## src/rtl/dm_bus_pkg.sv

```systemverilog
// Shared types and constants for the data-memory bus arbiter.
package dm_bus_pkg;

   typedef enum logic [1:0] {
      S_IDLE = 2'd0,
      S_BUSY = 2'd1,
      S_DONE = 2'd2
   } state_t;

   localparam logic [3:0] DM_BE_NONE = 4'b0000;

endpackage

```

## src/rtl/dm_bus_arbiter_rr_arb2.sv

```systemverilog
// Combinational two-way round-robin pick: on a tie the master that was
// not granted last wins; a lone requester always wins.
module rr_arb2
   import dm_bus_pkg::*;
(
   input  logic [1:0] req,
   input  logic       last,
   output logic [1:0] gnt
);

   // Grant selection from current requests and the last winner.
   always_comb begin
      gnt    = 2'b00;
      gnt[0] = req[0] & (~req[1] | last);
      gnt[1] = req[1] & (~req[0] | ~last);
   end

endmodule

```

## src/rtl/dm_bus_arbiter.sv

```systemverilog
// Two-master arbiter and sequencer for the shared single-port data memory.
// Master 0 is the CPU MEM-stage port, master 1 the UART loader / DMA port.
module dm_bus_arbiter
   import dm_bus_pkg::*;
#(
   parameter int unsigned ADDR_W  = 12,
   parameter int unsigned MEM_LAT = 2
) (
   input  logic              clk,
   input  logic              reset,
   input  logic              m0_req,
   input  logic              m0_we,
   input  logic [3:0]        m0_be,
   input  logic [31:0]       m0_addr,
   input  logic [31:0]       m0_wdata,
   output logic              m0_ack,
   output logic              m0_err,
   output logic [31:0]       m0_rdata,
   input  logic              m1_req,
   input  logic              m1_we,
   input  logic [3:0]        m1_be,
   input  logic [31:0]       m1_addr,
   input  logic [31:0]       m1_wdata,
   output logic              m1_ack,
   output logic              m1_err,
   output logic [31:0]       m1_rdata,
   output logic              mem_en,
   output logic [3:0]        mem_we,
   output logic [ADDR_W-1:0] mem_addr,
   output logic [31:0]       mem_wdata,
   input  logic [31:0]       mem_rdata,
   output logic              cpu_stall,
   output logic              busy
);

   localparam int unsigned      CNT_W    = $clog2(MEM_LAT + 1);
   localparam logic [CNT_W-1:0] LAT_LAST = CNT_W'(MEM_LAT);

   state_t           state;
   state_t           state_nx;
   logic             last_grant;
   logic             owner;
   logic             lat_we;
   logic             err_flag;
   logic [CNT_W-1:0] lat_cnt;
   logic             lat_done;
   logic [1:0]       gnt;
   logic             gnt_any;
   logic             gnt_we;
   logic [3:0]       gnt_be;
   logic [31:0]      gnt_addr;
   logic [31:0]      gnt_wdata;
   logic             gnt_oor;
   logic             unused_addr_lsbs;

   rr_arb2 u_rr_arb2 (
      .req  ({m1_req, m0_req}),
      .last (last_grant),
      .gnt  (gnt)
   );

   // Mux the winning master's request fields and classify its address.
   always_comb begin
      gnt_any   = |gnt;
      gnt_we    = gnt[1] ? m1_we    : m0_we;
      gnt_be    = gnt[1] ? m1_be    : m0_be;
      gnt_addr  = gnt[1] ? m1_addr  : m0_addr;
      gnt_wdata = gnt[1] ? m1_wdata : m0_wdata;
      gnt_oor   = |gnt_addr[31:ADDR_W+2];
      lat_done  = (lat_cnt == LAT_LAST);
      unused_addr_lsbs = ^gnt_addr[1:0];
   end

   // State register.
   always_ff @(posedge clk) begin
      if (!reset) state <= S_IDLE;
      else        state <= state_nx;
   end

   // Next-state logic. An out-of-range access still spends one BUSY cycle
   // (with mem_en suppressed) so its ack lands two cycles after the grant.
   always_comb begin
      state_nx = state;
      case (state)
         S_IDLE:  if (gnt_any) state_nx = S_BUSY;
         S_BUSY:  if (err_flag || lat_done) state_nx = S_DONE;
         S_DONE:  state_nx = S_IDLE;
         default: state_nx = S_IDLE;
      endcase
   end

   // Grant latch, memory command, latency counter, ack/err and read data.
   always_ff @(posedge clk) begin
      if (!reset) begin
         last_grant <= 1'b1;
         owner      <= 1'b0;
         lat_we     <= 1'b0;
         err_flag   <= 1'b0;
         lat_cnt    <= '0;
         mem_en     <= 1'b0;
         mem_we     <= DM_BE_NONE;
         mem_addr   <= '0;
         mem_wdata  <= '0;
         m0_ack     <= 1'b0;
         m0_err     <= 1'b0;
         m0_rdata   <= '0;
         m1_ack     <= 1'b0;
         m1_err     <= 1'b0;
         m1_rdata   <= '0;
      end else begin
         mem_en <= 1'b0;
         mem_we <= DM_BE_NONE;
         m0_ack <= 1'b0;
         m0_err <= 1'b0;
         m1_ack <= 1'b0;
         m1_err <= 1'b0;
         case (state)
            S_IDLE: begin
               if (gnt_any) begin
                  owner      <= gnt[1];
                  last_grant <= gnt[1];
                  lat_we     <= gnt_we;
                  err_flag   <= gnt_oor;
                  lat_cnt    <= '0;
                  mem_addr   <= gnt_addr[ADDR_W+1:2];
                  mem_wdata  <= gnt_wdata;
                  mem_en     <= ~gnt_oor;
                  mem_we     <= (!gnt_oor && gnt_we) ? gnt_be : DM_BE_NONE;
               end
            end
            S_BUSY: begin
               if (err_flag) begin
                  if (owner) begin
                     m1_ack   <= 1'b1;
                     m1_err   <= 1'b1;
                     m1_rdata <= '0;
                  end else begin
                     m0_ack   <= 1'b1;
                     m0_err   <= 1'b1;
                     m0_rdata <= '0;
                  end
               end else if (lat_done) begin
                  lat_cnt <= '0;
                  if (owner) begin
                     m1_ack <= 1'b1;
                     if (!lat_we) m1_rdata <= mem_rdata;
                  end else begin
                     m0_ack <= 1'b1;
                     if (!lat_we) m0_rdata <= mem_rdata;
                  end
               end else begin
                  lat_cnt <= lat_cnt + CNT_W'(1);
               end
            end
            default: ;
         endcase
      end
   end

   assign cpu_stall = m0_req & ~m0_ack;
   assign busy      = (state != S_IDLE);

endmodule

```

## config.mk

```make
export PLATFORM = sky130hd
export DESIGN_NAME = dm_bus_arbiter
export DESIGN_NICKNAME = d
export VERILOG_FILES = /design/src/rtl/dm_bus_pkg.sv /design/src/rtl/dm_bus_arbiter_rr_arb2.sv /design/src/rtl/dm_bus_arbiter.sv
export SDC_FILE = /design/constraint.sdc
export NUM_CORES = 1
export LEC_CHECK = 0
export ABC_CLOCK_PERIOD_IN_PS = 1600
export CAP_MARGIN = 20
export CORE_ASPECT_RATIO = 0.7
export CORE_MARGIN = 2
export CORE_UTILIZATION = 30
export CTS_CLUSTER_DIAMETER = 50
export DETAILED_ROUTE_END_ITERATION = 12
export PLACE_DENSITY = 0.76
export SKIP_LAST_GASP = 1
export SLEW_MARGIN = 20
export SYNTH_ARGS = -nofsm -noshare
export SYNTH_HDL_FRONTEND = slang
export SYNTH_SLANG_ARGS = --single-unit
```

## constraint.sdc

```tcl
create_clock -name clk -period 1.6 [get_ports clk]
set_input_delay 0.16 -clock clk [delete_from_list [all_inputs] [get_ports clk]]
set_output_delay 0.16 -clock clk [all_outputs]
set_load 0.005 [all_outputs]
```

After elaboration in Yosys (flattened, before gate mapping)
Cells that the tools add are included.

Bitwise logic cells: 10. Mux-type cells: 26. $lt $le $gt $ge: 0. Reduce and logical (&&, ||, !) cells: 18. Add/subtract/negate cells: 1. Multiply operators: 0. Shifts and indexed selects: 0. Divide/modulo/power cells: 0. Equal/unequal tests: 10.

Operators with widths (number): 32-bit two-way mux (11); 18-bit OR reduction (1); 2-bit != test (second input constant) (7); 2-bit two-way mux (5); 5-bit AND reduction (2); 3-bit AND reduction (3); 2-bit case mux with 2 select lines (2); 1-bit two-way mux (7); 2-bit AND reduction (3); 2-bit nonzero test (3); 1-bit inverter (5); 4-bit two-way mux (1); 4-bit AND reduction (1); 1-bit bitwise AND (3); 2-bit by 1-bit adder with 2-bit output (second input constant) (1); 2-bit by 1-bit == test with 1-bit output (second input constant) (1); 2-bit == test (second input constant) (1); 2-bit zero test (1); 2-bit by 1-bit != test with 1-bit output (second input constant) (1); 1-bit bitwise OR (2); 2-bit OR reduction (1); 1-bit logical AND (1); 1-bit zero test (1); 1-bit logical OR (1).

Output and inout bits: 119. Latch bits: 0. Logic and storage cells: 81. Bits in writable memories: 0. Memories kept: 0. Input port bits: 174. ROM bits: 0. Flip-flop bits (word level): 125.

Depth between registers and ports, before layout
Depth after elaboration: 8. Gate-level depth with buffers: 7. Mapped depth without buffers: 4.

Cells and area by module
From an unflattened synthesis, not the netlist that was laid out.

Cell total of the unflattened synthesis: 537. Area, all modules: 4941.0 µm².

By module, submodules not included: dm_bus_arbiter (seq. area each 2502.4 µm², area each 4922.2 µm², times used 1, cells an instance 534); rr_arb2 (seq. area each 0.0 µm², area each 18.8 µm², times used 1, cells an instance 3).

Least setup slack after synthesis
No wires, ideal clock.

Path kind: in2reg. From: input port m1_addr[15]. To: register mem_we[2]. Path buffers: 1. Slack: -0.085 ns. Arrival: 1.581 ns. Required time: 1.497 ns. Stages: 4. Library setup time: 0.103 ns. Cells stage by stage: or4_1 -> or4_1 -> buf_2 -> a2111oi_2.

Word-level cells in the longest chain between the ends: 5.

RTL lines: from (decl) (RTL line dm_bus_arbiter.sv:22) `input logic [31:0] m1_addr,`; 32-bit two-way mux (RTL line dm_bus_arbiter.sv:67) `gnt_addr = gnt[1] ? m1_addr : m0_addr;`; 18-bit OR reduction (RTL line dm_bus_arbiter.sv:69) `gnt_oor = |gnt_addr[31:ADDR_W+2];`; 1-bit zero test (RTL line dm_bus_arbiter.sv:128) `mem_we <= (!gnt_oor && gnt_we) ? gnt_be : DM_BE_NONE;`; 1-bit logical AND (RTL line dm_bus_arbiter.sv:128); 4-bit AND reduction (no source line); to (signal assigned) (RTL line dm_bus_arbiter.sv:128); to (decl) (RTL line dm_bus_arbiter.sv:28) `output logic [3:0] mem_we,`.

Every way passes these cells. A chain may end at the register's enable or synchronous reset.

Worst setup path in the final report
From: register last_grant. To: register mem_we[2].

Word-level cells in the longest chain between the ends: 8. Elaborated cells between the ends (all ways): 13. Those cells by class: mux (3); bitwise (5); reduce/logical (5).

RTL lines: from (decl) (RTL line dm_bus_arbiter.sv:41) `logic last_grant;`; from (signal assigned) (RTL line dm_bus_arbiter.sv:121) `last_grant <= gnt[1];`; 1-bit inverter (RTL line dm_bus_arbiter_rr_arb2.sv:15) `gnt[1] = req[1] & (~req[0] | ~last);`; 1-bit bitwise OR (RTL line dm_bus_arbiter_rr_arb2.sv:15); 1-bit bitwise AND (RTL line dm_bus_arbiter_rr_arb2.sv:15); 32-bit two-way mux (RTL line dm_bus_arbiter.sv:67); 18-bit OR reduction (RTL line dm_bus_arbiter.sv:69); 1-bit zero test (RTL line dm_bus_arbiter.sv:128); 1-bit logical AND (RTL line dm_bus_arbiter.sv:128); 4-bit AND reduction (no source line).

Several ways; a longest one is shown, not always the timed one.

==> flow_metrics.py <==
metrics = {
    "outcome": {
        "outcome": "complete, no violations",
    },
    "clocking": {
        "ctsLongestPathBuffers": 2,
        "clk_pin_slew_ns": 0.05,
        "clkSinkCount": 125,
        "clk_latency_ns": 0.40,
        "cts_tree": "done",
        "cts_buffers": 17,
        "cts_max_level": 4,
        "root_buffer": "clkbuf_16",
        "hold_buffers": 0,
    },
    "cells_and_area": {
        "syn_to_final_growth_pct": 75.4,
        "n_fill_cell": 1600,
        "drive_gt1_frac": 0.0994,
        "layout_common_cells": "279 x clkdlybuf4s50_1, 124 x dfxtp_1, 113 x mux2i_1",
        "final_nets": 997,
        "final_common_cell": "clkdlybuf4s50_1",
        "antenna_cells": 0,
        "regArea_sq_mm": 0.00250,
        "multi_input_area_sq_mm": 0.00277,
    },
    "synth": {
        "yosys_warnings": 0,
        "yosysTopAreaCellShare": 0.467,
        "ys_seq_area_frac": 0.467,
        "yosys_register_bits": 125,
        "synthCells": 521,
        "synthesis.nets": 695,
        "synth_ff_type": "dfxtp_1",
        "synth.area.top_cells": "dfxtp_1 47%, mux2i_1 21%, nor2b_1 12%",
        "syn_area_sq_mm": 0.00536,
        "async_flop_share": 0,
        "avgSynthCellArea_sq_um": 10.3,
        "synth_largest_area_cell": "dfxtp_1",
        "synth_cell_types": 27,
        "synth_edf_count": 0,
    },
    "critical_path": {
        "cpPeakStageDelay_ns": 0.48,
        "crit_chain": "a21boi_4 > nand4_1 > or4_4 > a2111oi_4",
        "crit_start": "last_grant$_SDFFE_PN1P_",
        "reg2reg_to": "mem_we[2]$_SDFF_PN0_",
        "timing.rr.start": "last_grant$_SDFFE_PN1P_",
        "cp-end-kind": "flop",
        "worstPathRequired_ns": 1.90,
        "cp.arrival_ns": 1.84,
        "criticalPathCategory": "flop to flop",
        "crit_family": "simple AND/OR/NAND/NOR gates",
        "crit_path_start_kind": "flop",
        "crit_buf_inv": 0,
        "r2r_slack_ns": 0.06,
        "crit_fanout": 5,
        "r2r_cells": 4,
        "critPathSlowestCell": "or4_4",
    },
    "route": {
        "wl_per_cell_microns": 15.1,
        "postRouteWirelength_microns": 16100,
        "routed-wl-met2_microns": 7340,
        "drt_iter0_drc": 195,
        "drcViolationCount": 0,
        "routed.top_layer": "met4",
        "met1_length_microns": 7010,
        "vias": 4858,
        "met3WireLength_microns": 1530,
        "first_pass_iters": 6,
        "viasPerCell": 4.56,
        "ant_nets": 0,
    },
    "timing": {
        "rsz0062_at_grt": "yes",
        "tightest_slew_ns": 0.346,
        "post-route-min-period_ns": 1.54,
        "worst_slack_ns": 0.0616,
        "finalCritPeriodShare": 0.961,
        "setup-violations-final": 0,
        "fin_worst_skew_ns": 0.00794,
        "hold_viol_final": 0,
        "tns_ns": 0,
        "slew_headroom": 0.767,
        "finalMaxSlewViolations": 0,
        "fmax_mhz": 650,
    },
    "power_and_ir_drop": {
        "leakagePower_uw": 0.00432,
        "vdd_ir_drop_max_uv": 611,
        "p_per_area_mw_per_mm2": 953,
    },
    "floorplan": {
        "die_h_microns": 116,
        "placementRows": 40,
        "dieArea_sq_mm": 0.0190,
        "initial_utilization": 0.310,
        "fp.dieW_microns": 164,
        "ios": 293,
        "core_sq_mm": 0.0173,
    },
    "global_route": {
        "grt_max_degree": 60,
        "grt_first_pass_wirelength_microns": 24400,
        "grt_pass1_vias": 4913,
        "antenna_found_initial": 0,
        "grt_usage": 0.163,
        "grt-ovfl-total": 0,
    },
    "min_path": {
        "holdCritStartpoint": "reset",
        "hold_class": "input port to flop",
        "whs_path_depth": 2,
        "min_to": "last_grant$_SDFFE_PN1P_",
    },
    "placement": {
        "gp_congestion": 0.810,
        "port_buffers": 288,
        "dp_slack_ns": -0.588,
        "hpwl_microns": 11800,
    },
    "job": {
        "drv_cap": 0,
    },
}
-- logic make-up (layout without fill, tap and decap cells) --
group           after synthesis  count (layout)  share of synthesized area
flops                       125             125                      0.467
buf+inv                      43             357                     0.0331
compound gates               59              59                      0.104
simple gates                181             181                      0.185
mux                         113             113                      0.211
-- per-layer routing --
metal,up-vias,track usage
li1,2416,-
met1,2243,0.195
met2,179,0.268
met3,20,0.0691
met4,0,0.0515
met5,-,0
-- stage by stage --
| step | area, sq um | utilization | instances | hold WS (ns) | total power [uW] |
|---|---|---|---|---|---|
| floorplan | 5390 | - | 521 | 0.371 | 4240 |
| global placement | 8710 | 0.503 | 1030 | 0.478 | 5330 |
| detailed placement | 8710 | 0.503 | 1030 | 0.478 | 5350 |
| CTS | 9280 | 0.536 | 1061 | 0.0788 | 9070 |
| global route | 9410 | 0.543 | 1066 | 0.135 | 9400 |
| finish | 9410 | 0.543 | 1066 | 0.102 | 8970 |
-- final cells by class --
cell class	instances	area share
Sequential cell	125	0.266
Clock inverter	11	0.0129
Multi-Input combinational cell	353	0.294
Tap cell	231	0.0307
Timing Repair Buffer	324	0.349
Inverter	2	0.000798
Clock buffer	20	0.0464
-- Yosys cell counts, drive strengths merged, types with 2 or more instances --
cell type    n
a211oi       3
nor2b      100
clkbuf      26
o211ai       2
dfxtp      125
nand2       51
nor4         5
o211a       45
a31oi        2
buf         15
nor2         6
inv          2
a21oi        2
nand4        2
a21boi       3
nor3         5
mux2i      113
or4          4
nand3        2
or2          2
-- report_power, final --
| group | total, uW | internal, uW | switching, uW |
|---|---|---|---|
| registers | 3440 | 3320 | 113 |
| logic | 1870 | 1170 | 703 |
| clock network | 3660 | 2280 | 1380 |
| total | 8970 | 6770 | 2200 |
-- how the worst max path moves through the flow --
stage	end	slack, ns	depth (start not counted)
3_3_place_gp	mem_we[2]$_SDFF_PN0_	-0.57	4
3_5_place_dp	mem_we[2]$_SDFF_PN0_	-0.59	4
4_1_cts	mem_we[2]$_SDFF_PN0_	-0.01	4
6_report	mem_we[2]$_SDFF_PN0_	0.06	4
2_1_floorplan	mem_we[2]$_SDFF_PN0_	-0.08	4
5_1_grt	mem_we[2]$_SDFF_PN0_	-0.006	5
-- flip-flops by register name (all words and copies together), names as in the netlist --
register and count:
m0_rdata 32, mem_we 4, m0_err 1, m1_rdata 32
lat_cnt 2, state 2, mem_addr 12, err_flag 1
lat_we 1, m1_ack 1, mem_en 1, m0_ack 1
owner 1, mem_wdata 32, m1_err 1, last_grant 1
-- repair_timing --
action / CTS / global route
pin swaps: 2 / 8
resized for setup: 3 / 20
endpoints found under the setup margin: 6 / 10
buffers inserted: 0 / 3
cloned: 0 / 2
Power figures use the tool's default switching activity.
